===== config.mk =====
export PLATFORM = sky130hd
export DESIGN_NAME = mul_div_issue_queue
export DESIGN_NICKNAME = d
export VERILOG_FILES = /design/src/rtl/mul_div_issue_queue.sv
export SDC_FILE = /design/constraint.sdc
export NUM_CORES = 1
export LEC_CHECK = 0
export ABC_CLOCK_PERIOD_IN_PS = 16200
export CORE_UTILIZATION = 40
export CTS_CLUSTER_SIZE = 28
export DETAILED_ROUTE_END_ITERATION = 6
export PLACE_DENSITY = 0.68
export SLEW_MARGIN = 10
export SYNTH_ARGS = -nofsm -noshare
export SYNTH_HDL_FRONTEND = slang
export SYNTH_SLANG_ARGS = --single-unit

===== constraint.sdc =====
create_clock -name clk -period 16.2 [get_ports clk]
set_clock_uncertainty 0.1 [all_clocks]
set_input_delay 3.24 -clock clk [delete_from_list [all_inputs] [get_ports clk]]
set_output_delay 3.24 -clock clk [all_outputs]
set_load 0.005 [all_outputs]

===== src/rtl/mul_div_issue_queue.sv =====
// In-order issue queue for the mul/div unit: buffers dispatched op pairs, snoops
// result wakeups for four source operands each, and presents only the oldest entry.
module mul_div_issue_queue #(
  parameter int DEPTH     = 4,
  parameter int PREG_W    = 6,
  parameter int PAYLOAD_W = 128,
  parameter int NWAKE     = 4
) (
  input  logic                    clk,
  input  logic                    reset,
  input  logic                    flush,
  input  logic                    disp_valid,
  output logic                    disp_ready,
  input  logic [PAYLOAD_W-1:0]    disp_payload,
  input  logic [4*PREG_W-1:0]     disp_tag,
  input  logic [3:0]              disp_rdy,
  input  logic [NWAKE-1:0]        wake_valid,
  input  logic [NWAKE*PREG_W-1:0] wake_tag,
  output logic                    issue_valid,
  output logic [PAYLOAD_W-1:0]    issue_payload,
  input  logic                    md_allowin,
  output logic [$clog2(DEPTH):0]  count
);

  localparam int PTR_W = $clog2(DEPTH);
  localparam int CNT_W = PTR_W + 1;
  localparam logic [CNT_W-1:0] FULL = CNT_W'(DEPTH);

  logic [PAYLOAD_W-1:0] payload_q [DEPTH];
  logic [PREG_W-1:0]    tag_q     [DEPTH][4];
  logic [3:0]           rdy_q     [DEPTH];
  logic [PTR_W-1:0]     head, tail;

  logic [3:0] wake_hit [DEPTH];
  logic [3:0] disp_rdy_w;
  logic       push, pop;

  function automatic logic woken(input logic [PREG_W-1:0]       t,
                                 input logic [NWAKE-1:0]        v,
                                 input logic [NWAKE*PREG_W-1:0] wt);
    logic hit;
    hit = 1'b0;
    for (int k = 0; k < NWAKE; k++)
      if (v[k] && (wt[k*PREG_W +: PREG_W] == t)) hit = 1'b1;
    return hit;
  endfunction

  // Wakeup match: stored entries and the incoming dispatch are compared in the same cycle
  always_comb begin
    for (int e = 0; e < DEPTH; e++) begin
      wake_hit[e] = 4'b0000;
      for (int i = 0; i < 4; i++)
        wake_hit[e][i] = woken(tag_q[e][i], wake_valid, wake_tag);
    end
    disp_rdy_w = disp_rdy;
    for (int i = 0; i < 4; i++)
      if (woken(disp_tag[i*PREG_W +: PREG_W], wake_valid, wake_tag)) disp_rdy_w[i] = 1'b1;
  end

  assign disp_ready    = (count < FULL);
  assign issue_valid   = (count != '0) && (&rdy_q[head]) && !flush && !reset;
  assign issue_payload = payload_q[head];
  assign push          = disp_valid && disp_ready && !flush;
  assign pop           = issue_valid && md_allowin;

  // Control state: pointers, occupancy and ready bits
  always_ff @(posedge clk) begin
    if (reset || flush) begin
      head  <= '0;
      tail  <= '0;
      count <= '0;
      for (int e = 0; e < DEPTH; e++) rdy_q[e] <= 4'b0000;
    end else begin
      // Stale bits in free slots are harmless: a push overwrites the whole ready vector.
      for (int e = 0; e < DEPTH; e++) rdy_q[e] <= rdy_q[e] | wake_hit[e];
      if (push) begin
        rdy_q[tail] <= disp_rdy_w;
        tail        <= tail + 1'b1;
      end
      if (pop) head <= head + 1'b1;
      case ({push, pop})
        2'b10:   count <= count + 1'b1;
        2'b01:   count <= count - 1'b1;
        default: count <= count;
      endcase
    end
  end

  // Data storage, written only on push and never reset
  always_ff @(posedge clk) begin
    if (push) begin
      payload_q[tail] <= disp_payload;
      for (int i = 0; i < 4; i++) tag_q[tail][i] <= disp_tag[i*PREG_W +: PREG_W];
    end
  end

endmodule


==> results_dict.tcl, run 1 <==
set metrics [dict create \
    wire_per_inst_um 24.1 \
    cp.arrival_ns 5.03 \
    setup_violators_final 0 \
    clock.fmax_mhz 119 \
    worst_path_cell_trace "clkdlybuf4s50_1 > or2_2 > nor3_1 > clkdlybuf4s50_1" \
    outcome "finished, final reports clean" \
    number_of_warnings_printed_during_yosys_synthesis 0 \
    cts.root.buffer_cell "sky130_fd_sc_hd__clkbuf_16" \
    drt_pre_antenna_iters 5 \
    grt_first_pass_wirelength_um 103000 \
    synth_top_area_cell "sky130_fd_sc_hd__edfxtp_1" \
    tritoncts "done" \
    synth-edff-count 608 \
    first_global_vias 16600 \
    cts_buffer_depth 3 \
    final_min_period_over_clock_period 0.517 \
    critical_path.max_fanout 9 \
    fp.dieArea_mm2 0.0716 \
    worstHoldPathType "reg2reg" \
    hold_buffers 0 \
    initial_utilization 0.404 \
    overall_power_of_the_completed_layout_uw 3610 \
    grt-ovfl-total 0 \
    grtUsageMet3 0.0601 \
    design.core.area_mm2 0.0699 \
    crit_slowest_cell "sky130_fd_sc_hd__clkdlybuf4s50_1" \
    rows 97 \
    synthesis.area_per_instance_um2 17.2 \
    crit_type "in2out" \
    synth-main-ff-cell "sky130_fd_sc_hd__edfxtp_1" \
    postPlaceCellArea_mm2 0.0323 \
    cp-start-kind "input pin" \
    setup_total_negative_slack_ns 0 \
    globalRouteMet2Util 0.322 \
    place.detailed.hpwl_um 41800 \
    post_layout_nets 2123 \
    data_required_critical_path_ns 12.86 \
    clk_pin_slew_worst_paths_ns 0.06 \
    rsz0062_at_grt "no" \
    final_max_slew_viol_count 0 \
    power_leakage_uw 0.0107 \
    inserted_clock_buffers 67 \
    global_route.usage.total 0.195 \
    die_width_um 268 \
    routed-via-count 15800 \
    final_period_minus_worst_setup_slack_ns 8.37 \
    drt_first_iter_violations 1090 \
    chipHeight_um 268 \
    seq_area_frac_synth 0.665 \
    largest_cells_by_area_after_synthesis "sky130_fd_sc_hd__edfxtp_1, sky130_fd_sc_hd__mux4_2, sky130_fd_sc_hd__xnor2_1" \
    worst_slew_pin_tran_ns 1.09 \
    grt_antenna_before_repair 13 \
    ratio_of_cells_with_drive_above_1_in_the_final_layout 0.142 \
    ys_top_cells_by_count "sky130_fd_sc_hd__edfxtp_1, sky130_fd_sc_hd__xnor2_1, sky130_fd_sc_hd__xor2_1" \
    worst_setup_path_end_kind "primary output" \
    globalplace.congestion 0.838 \
    post_route_cell_area_mm2 0.0345 \
    yosys_reg_bits 633 \
    design.portCount 322 \
    synth_top_cell_area_share 0.647 \
    final_antenna_net_count 0 \
    cts_resized 0 \
    power_per_cell_area_mw_per_mm2 105 \
    synth_async_sr_flop_share 0 \
    mappedNetlistArea_mm2 0.0282 \
    largest_net_degree_at_the_start_of_global_routing 101 \
    synth_most_common_cell "sky130_fd_sc_hd__edfxtp_1" \
    final-hold-violation-count 0 \
    synthesis.nets 1833 \
    cts_sinks 633 \
    fin_hold_ws_ns 0.358 \
    cts_setup_buffers 0 \
    drc_errors_left 0 \
    crit_top_cell "sky130_fd_sc_hd__clkdlybuf4s50_1" \
    max-cap-violations 0 \
    fillerInstances 5821 \
    timing.slew.headroom 0.265 \
    clkLatencyLatePin_ns 0.60 \
    max-vdd-ir-drop_uv 94.9 \
    area.growth.synth_to_final_pct 22.2 \
    max_stage_delay_ns 0.58 \
    cell_count_after_synthesis 1638 \
    totalWireLength_um 70400 \
    cts_max_level 3 \
    gr-max-usage-layer "met2" \
    buffer_ports.inserted 321 \
    distinct_cell_type_count_of_the_synthesized_netlist 32 \
    detail_route.vias_per_cell 5.39 \
    grt_util_met1 0.238 \
    utilization 0.493 \
]
[worst paths after layout]
path | start | endpoint | slack [ns] | depth (start not counted)
min reg2reg | head[1] | flip-flop | 0.36 | 1
max | reset | issue_valid | 7.83 | 4
min | head[1] | flip-flop | 0.36 | 1
max reg2reg | flip-flop | count[2] | 13.07 | 8
[final cells by class]
cell class	instances	area, um^2	share of cell area
clock buffers	81	1780	0.0517
multi-input cells	859	8790	0.255
inverters	7	26.3	0.000762
clock inverters	41	423	0.0123
repair buffers	360	3520	0.102
flip-flops and latches	633	18800	0.544
diodes	4	10.0	0.000290
well taps	940	1180	0.0341
[flip-flops by register name, indices dropped and copies added (netlist names), named ones only]
name / cells
count: 3
head: 2
payload_q: 512
rdy_q: 16
tag_q: 96
tail: 2
[logic make-up after synthesis]
group	synth area share
AOI/OAI and AO/OA	0.00984
xor gates and xnor gates	0.150
adders and majority gates	0.00293
buffers and inverters	0.0243
DFF	0.665
muxes	0.103
and+or+nand+nor	0.0452
[report_power, final]
group          internal [uW]  leakage [uW]  switching, uW
registers               1820       0.00573           10.7
clock network            876       0.00108            635
logic                    129       0.00386            137
total                   2820        0.0107            783
[critical path: cells and delay by family]
| family | cells | cell delay, ns |
|---|---|---|
| buffers and inverters | 2 | 1.13 |
| AND/OR/NAND/NOR | 2 | 0.66 |
[metal layers]
metal	part of all wire	wire, um	up-vias
met5	0.0018	124	-
met4	0.028	1990	18
met3	0.091	6390	161
met2	0.50	35000	626
met1	0.38	26900	8053
li1	-	-	6895
[cells in the final DEF, fill, tap and decap left out, types with 2 or more instances in the layout]
| cell type | n |
|---|---|
| sky130_fd_sc_hd__a21oi_1 | 3 |
| sky130_fd_sc_hd__and2_4 | 4 |
| sky130_fd_sc_hd__buf_4 | 38 |
| sky130_fd_sc_hd__bufinv_16 | 5 |
| sky130_fd_sc_hd__clkbuf_1 | 11 |
| sky130_fd_sc_hd__clkbuf_16 | 69 |
| sky130_fd_sc_hd__clkdlybuf4s50_1 | 321 |
| sky130_fd_sc_hd__clkinv_1 | 10 |
| sky130_fd_sc_hd__clkinv_16 | 2 |
| sky130_fd_sc_hd__clkinv_2 | 15 |
| sky130_fd_sc_hd__clkinv_4 | 2 |
| sky130_fd_sc_hd__clkinv_8 | 3 |
| sky130_fd_sc_hd__dfxtp_1 | 23 |
| sky130_fd_sc_hd__dfxtp_4 | 2 |
| sky130_fd_sc_hd__diode_2 | 4 |
| sky130_fd_sc_hd__edfxtp_1 | 608 |
| sky130_fd_sc_hd__ha_1 | 5 |
| sky130_fd_sc_hd__inv_1 | 7 |
| sky130_fd_sc_hd__inv_6 | 3 |
| sky130_fd_sc_hd__mux4_2 | 129 |
| sky130_fd_sc_hd__nand2b_1 | 8 |
| sky130_fd_sc_hd__nand3_1 | 7 |
| sky130_fd_sc_hd__nand4_1 | 84 |
| sky130_fd_sc_hd__nor2_1 | 9 |
| sky130_fd_sc_hd__nor3_1 | 2 |
| sky130_fd_sc_hd__nor4_1 | 57 |
| sky130_fd_sc_hd__nor4_2 | 3 |
| sky130_fd_sc_hd__o21ai_0 | 6 |
| sky130_fd_sc_hd__o21ai_1 | 2 |
| sky130_fd_sc_hd__o22ai_1 | 16 |
| sky130_fd_sc_hd__o41ai_1 | 14 |
| sky130_fd_sc_hd__or4_1 | 20 |
| sky130_fd_sc_hd__xnor2_1 | 260 |
| sky130_fd_sc_hd__xor2_1 | 224 |
[per-stage QoR]
step | cells | worst slack, ns
after detailed placement | 2799 | 7.80
final | 2925 | 7.83
after global routing | 2923 | 7.74
after CTS | 2921 | 7.79
after global placement | 2799 | 7.79
after floorplan | 1638 | 8.11
Note: power is estimated with default switching activity, not from simulation.
==> run 2: changes to the inputs <==
--- a/config.mk
+++ b/config.mk
@@ -5,11 +5,11 @@
 export SDC_FILE = /design/constraint.sdc
 export NUM_CORES = 1
 export LEC_CHECK = 0
-export ABC_CLOCK_PERIOD_IN_PS = 16200
+export ABC_CLOCK_PERIOD_IN_PS = 7400
 export CORE_UTILIZATION = 40
 export CTS_CLUSTER_SIZE = 28
 export DETAILED_ROUTE_END_ITERATION = 6
-export PLACE_DENSITY = 0.68
+export PLACE_DENSITY = 0.7
 export SLEW_MARGIN = 10
 export SYNTH_ARGS = -nofsm -noshare
 export SYNTH_HDL_FRONTEND = slang
==> constraint.sdc (replaced) <==
create_clock -name clk -period 7.4 [get_ports clk]
set_clock_uncertainty 0.1 [all_clocks]
set_input_delay 1.48 -clock clk [delete_from_list [all_inputs] [get_ports clk]]
set_output_delay 1.48 -clock clk [all_outputs]
set_load 0.005 [all_outputs]
==> run 2 against run 1 <==
Effect of this change: cell area increased by 0.48%; largest cell class unchanged; register-to-register slack got worse by 9.1 ns; clock power increased by 130%; flip-flop and latch count unchanged.
==> results_dict.tcl, run 2 (same netlist as run 1, synthesis figures left out) <==
set metrics [dict create \
    crit-reg2reg-capture "count[2]" \
    fp.dieArea_mm2 0.0716 \
    crit_type "reg2out" \
    max-vdd-ir-drop_uv 207 \
    globalplace.congestion 0.852 \
    clk_pin_slew_worst_paths_ns 0.06 \
    final_antenna_net_count 0 \
    largest_net_degree_at_the_start_of_global_routing 107 \
    cts_buffer_depth 3 \
    setup_total_negative_slack_ns 0 \
    r2r_slack_ns 3.93 \
    drc_errors_left 0 \
    max-cap-violations 0 \
    data_required_critical_path_ns 5.82 \
    post_layout_nets 2123 \
    flip_flop_count_of_the_largest_register_after_layout 512 \
    worst_path_cell_trace "buf_12 > mux4_2 > clkdlybuf4s50_1" \
    power_per_cell_area_mw_per_mm2 235 \
    grt-ovfl-total 0 \
    design.portCount 322 \
    ratio_of_cells_with_drive_above_1_in_the_final_layout 0.143 \
    totalWireLength_um 72600 \
    crit_slowest_cell "sky130_fd_sc_hd__dfxtp_4" \
    detail_route.vias_per_cell 5.44 \
    design.core.area_mm2 0.0699 \
    wire_per_inst_um 24.8 \
    critical_path.max_fanout 106 \
    fillerInstances 5762 \
    reg2reg_depth 8 \
    grt_first_pass_wirelength_um 106000 \
    post_route_cell_area_mm2 0.0347 \
    grt_antenna_before_repair 14 \
    worstHoldPathCells 1 \
    buffer_ports.inserted 321 \
    cts.root.buffer_cell "sky130_fd_sc_hd__clkbuf_16" \
    timing.slew.headroom 0.271 \
    overall_power_of_the_completed_layout_uw 8130 \
    worstHoldStart "head[1]" \
    mostFrequentLayoutCells "sky130_fd_sc_hd__edfxtp_1, sky130_fd_sc_hd__clkdlybuf4s50_1, sky130_fd_sc_hd__xnor2_1, sky130_fd_sc_hd__xor2_1, sky130_fd_sc_hd__mux4_2" \
    final_min_period_over_clock_period 0.661 \
    cp-start-kind "flip-flop" \
    largestRegisters "payload_q: 512 flops, tag_q: 96 flops, rdy_q: 16 flops" \
    inserted_clock_buffers 67 \
    initial_utilization 0.404 \
    first_global_vias 16800 \
    rows 97 \
    die_width_um 268 \
    cts_max_level 3 \
    worstHoldPathType "reg2reg" \
    postPlaceCellArea_mm2 0.0323 \
    final_max_slew_viol_count 0 \
    worst_slew_pin_tran_ns 1.09 \
    cts_sinks 633 \
    cts_setup_buffers 0 \
    mostFrequentLayoutCell "sky130_fd_sc_hd__edfxtp_1" \
    chipHeight_um 268 \
    setup_violators_final 0 \
    cts_resized 0 \
    largest_register "payload_q" \
    tritoncts "done" \
    final_period_minus_worst_setup_slack_ns 4.89 \
    clock.fmax_mhz 204 \
    final-hold-violation-count 0 \
    cp.arrival_ns 3.31 \
    power_leakage_uw 0.0107 \
    routed-via-count 15900 \
    drt_pre_antenna_iters 5 \
    global_route.usage.total 0.201 \
    outcome "finished, final reports clean" \
    rsz0062_at_grt "no" \
    drt_first_iter_violations 1113 \
    max_stage_delay_ns 0.71 \
    area.growth.synth_to_final_pct 22.8 \
    clkLatencyLatePin_ns 0.60 \
    place.detailed.hpwl_um 43300 \
    worst_setup_path_end_kind "primary output" \
    hold_buffers 0 \
]
-- run 2: changes by cell type in the layout (fill, tap and decap cells not counted), sizes merged --
cell	before	now
clkinv	32	28
bufinv	5	11
inv	10	12
diode	4	3
clkbuf	81	76
-- run 2: through the flow --
stage | setup WS, ns | std cells | hold slack, ns | util
detailed placement | 2.55 | 2799 | 0.333 | 0.462
floorplan | 1.07 | 1638 | 0.326 | -
global placement | 2.50 | 2799 | 0.329 | 0.462
finish | 2.51 | 2923 | 0.345 | 0.496
CTS | 2.38 | 2920 | 0.344 | 0.496
global route | 2.23 | 2921 | 0.376 | 0.496
-- run 2: where the power goes --
group          switching, uW  leakage, uW  internal [uW]
registers               23.9      0.00573           3980
logic                    306      0.00387            283
clock network           1410      0.00115           2120
-- run 2: per-layer routing --
metal	share of wire	routed length, um	track usage	vias to the layer above
li1	-	-	-	6883
met1	0.39	28100	0.249	8215
met2	0.50	36100	0.332	598
met3	0.083	6060	0.0593	181
met4	0.029	2100	0.0760	24
met5	0.0021	149	0	-
-- run 2: worst max-delay path by stage --
stage,startpoint,to,slack (ns),depth (start not counted)
2_1_floorplan,flush,rdy_q[1][2],1.07,4
3_3_place_gp,reset,issue_valid,2.50,4
3_5_place_dp,reset,issue_valid,2.55,4
4_1_cts,flip-flop,issue_payload[95],2.38,3
5_1_grt,flip-flop,issue_payload[111],2.23,3
6_report,flip-flop,issue_payload[91],2.51,3
-- run 2: critical path: cells and delay by family, from the launching register on --
kind | cells | cell delay, ns
flops | 1 | 0.71
mux | 1 | 0.60
buf+inv | 2 | 1.12
-- run 2: cell type report --
class                      instances  area, um^2  area share
sequential                       633       18800       0.541
multi-input combinational        859        8790       0.254
timing repair buffer             360        3560       0.103
clock buffer                      76        1760      0.0508
tap                              940        1180      0.0339
clock inverter                    45         573      0.0165
inverter                           7        26.3    0.000758
antenna                            3        7.51    0.000217
==> run 3: changes to the inputs <==
--- a/config.mk
+++ b/config.mk
@@ -5,7 +5,7 @@
 export SDC_FILE = /design/constraint.sdc
 export NUM_CORES = 1
 export LEC_CHECK = 0
-export ABC_CLOCK_PERIOD_IN_PS = 7400
+export ABC_CLOCK_PERIOD_IN_PS = 4200
 export CORE_UTILIZATION = 40
 export CTS_CLUSTER_SIZE = 28
 export DETAILED_ROUTE_END_ITERATION = 6
==> constraint.sdc (replaced) <==
create_clock -name clk -period 4.2 [get_ports clk]
set_clock_uncertainty 0.1 [all_clocks]
set_input_delay 0.84 -clock clk [delete_from_list [all_inputs] [get_ports clk]]
set_output_delay 0.84 -clock clk [all_outputs]
set_load 0.005 [all_outputs]
==> run 3 against run 2 <==
Effect of this change: via count grew 0.99%; largest power group unchanged; utilization up 0.50 points; register-to-register slack worse by 2.9 ns; flip-flop and latch count unchanged; critical path type unchanged.
==> results_dict.tcl, run 3 (same netlist as run 1, synthesis figures left out) <==
set metrics [dict create \
    outcome "finished, final reports clean" \
    grt_antenna_before_repair 12 \
    grtUsageMet3 0.0592 \
    globalplace.congestion 0.886 \
    cts_max_level 3 \
    ratio_of_cells_with_drive_above_1_in_the_final_layout 0.158 \
    number_of_buffer_and_inverter_stages_on_the_critical_path 2 \
    die_width_um 268 \
    inserted_clock_buffers 70 \
    fillerInstances 5737 \
    worstHoldPathType "reg2reg" \
    data_required_critical_path_ns 3.26 \
    first_global_vias 16900 \
    rsz0062_at_grt "no" \
    max-vdd-ir-drop_uv 349 \
    mostFrequentLayoutCells "sky130_fd_sc_hd__edfxtp_1, sky130_fd_sc_hd__clkdlybuf4s50_1, sky130_fd_sc_hd__xnor2_1, sky130_fd_sc_hd__xor2_1, sky130_fd_sc_hd__mux4_2" \
    drc_errors_left 0 \
    crit_slowest_cell "sky130_fd_sc_hd__dfxtp_4" \
    area.growth.synth_to_final_pct 24.0 \
    timing.slew.headroom 0.291 \
    worst_setup_path_end_kind "primary output" \
    setup_violators_final 0 \
    fp.dieArea_mm2 0.0716 \
    clkLatencyLatePin_ns 0.60 \
    post_layout_nets 2163 \
    storage_cell_area_mm2 0.0188 \
    design.core.area_mm2 0.0699 \
    worst_path_cell_trace "buf_4 > mux4_2 > clkdlybuf4s50_1" \
    cp.arrival_ns 2.80 \
    globalRouteMet2Util 0.333 \
    final_antenna_net_count 0 \
    chipHeight_um 268 \
    max_stage_delay_ns 0.63 \
    cts_sinks 633 \
    final_min_period_over_clock_period 0.892 \
    power_per_cell_area_mw_per_mm2 400 \
    gr-max-usage-layer "met2" \
    grt_first_pass_wirelength_um 107000 \
    global_route.usage.total 0.204 \
    mostFrequentLayoutCell "sky130_fd_sc_hd__edfxtp_1" \
    final-hold-violation-count 0 \
    wire_per_inst_um 24.6 \
    cts.root.buffer_cell "sky130_fd_sc_hd__clkbuf_16" \
    grt_util_met1 0.253 \
    grt-ovfl-total 0 \
    buffer_ports.inserted 321 \
    routed-via-count 16100 \
    tritoncts "done" \
    timing.critical_path.max_delay_family "buffers and inverters" \
    power_leakage_uw 0.0109 \
    clk_pin_slew_worst_paths_ns 0.06 \
    cp-start-kind "flip-flop" \
    drt_first_iter_violations 1217 \
    max-cap-violations 0 \
    hold_buffers 0 \
    place.detailed.hpwl_um 47000 \
    final_max_slew_viol_count 0 \
    drt_pre_antenna_iters 5 \
    clock.fmax_mhz 267 \
    flip_flop_count_of_the_largest_register_after_layout 512 \
    worst_slew_pin_tran_ns 1.05 \
    largest_register "payload_q" \
    totalWireLength_um 73200 \
    initial_utilization 0.404 \
    detail_route.vias_per_cell 5.41 \
    cts_buffer_depth 3 \
    cts_setup_buffers 0 \
    largestRegisters "payload_q: 512 flops, tag_q: 96 flops, rdy_q: 16 flops" \
    multi_input_area_mm2 0.00879 \
    design.portCount 322 \
    largest_net_degree_at_the_start_of_global_routing 77 \
    final_period_minus_worst_setup_slack_ns 3.74 \
    crit_type "reg2out" \
    fin_hold_ws_ns 0.360 \
    overall_power_of_the_completed_layout_uw 14000 \
    setup_total_negative_slack_ns 0 \
    cts_resized 0 \
    critical_path.max_fanout 23 \
    rows 97 \
]
-- run 3: changes by cell type in the layout (fill, tap and decap cells not counted), moves of 3 or more --
cell,previous run,this run
sky130_fd_sc_hd__bufinv_16,11,3
sky130_fd_sc_hd__clkbuf_1,5,13
sky130_fd_sc_hd__buf_4,35,58
sky130_fd_sc_hd__buf_12,4,18
sky130_fd_sc_hd__clkinv_2,13,16
sky130_fd_sc_hd__diode_2,3,6
sky130_fd_sc_hd__clkbuf_16,68,72
-- run 3: layer usage --
metal  wire length (um)  up-vias  part of all wire
met3               6450      172             0.088
met4               2360       18             0.032
met1              28300     8273              0.39
li1                   -     6977                 -
met2              36000      619              0.49
met5                117        -            0.0016
-- run 3: final timing paths --
path,start,end,slack (ns),cells past startpoint
worst min-delay path,head[1],flip-flop,0.36,1
worst max-delay path,flip-flop,issue_payload[103],0.46,3
worst max register to register,flip-flop,count[2],1.03,8
worst min register to register,head[1],flip-flop,0.36,1
-- run 3: where the power goes --
| part | leakage [uW] | internal (uW) | switching [uW] | total (uW) |
|---|---|---|---|---|
| clock | 0.00109 | 3380 | 2500 | 5880 |
| combinational | 0.00411 | 522 | 538 | 1060 |
| sequential | 0.00573 | 7020 | 42.3 | 7060 |
| total | 0.0109 | 10900 | 3080 | 14000 |
-- run 3: cell type report --
type / instances / share of cell area
Tap cell: 940 / 0.0336
Antenna cell: 6 / 0.000429
Sequential cell: 633 / 0.536
Inverter: 7 / 0.000751
Clock inverter: 42 / 0.0103
Multi-Input combinational cell: 859 / 0.251
Timing Repair Buffer: 397 / 0.115
Clock buffer: 86 / 0.0533
-- run 3: metrics by stage --
step                      instance area, um^2  cells  setup WS [ns]   util
after floorplan                         28200   1638          0.343      -
after global placement                  32800   2836          0.644  0.469
after detailed placement                32800   2836          0.639  0.469
after CTS                               35000   2964          0.319  0.501
after global routing                    35000   2965          0.243  0.501
final                                   35000   2970          0.455  0.501
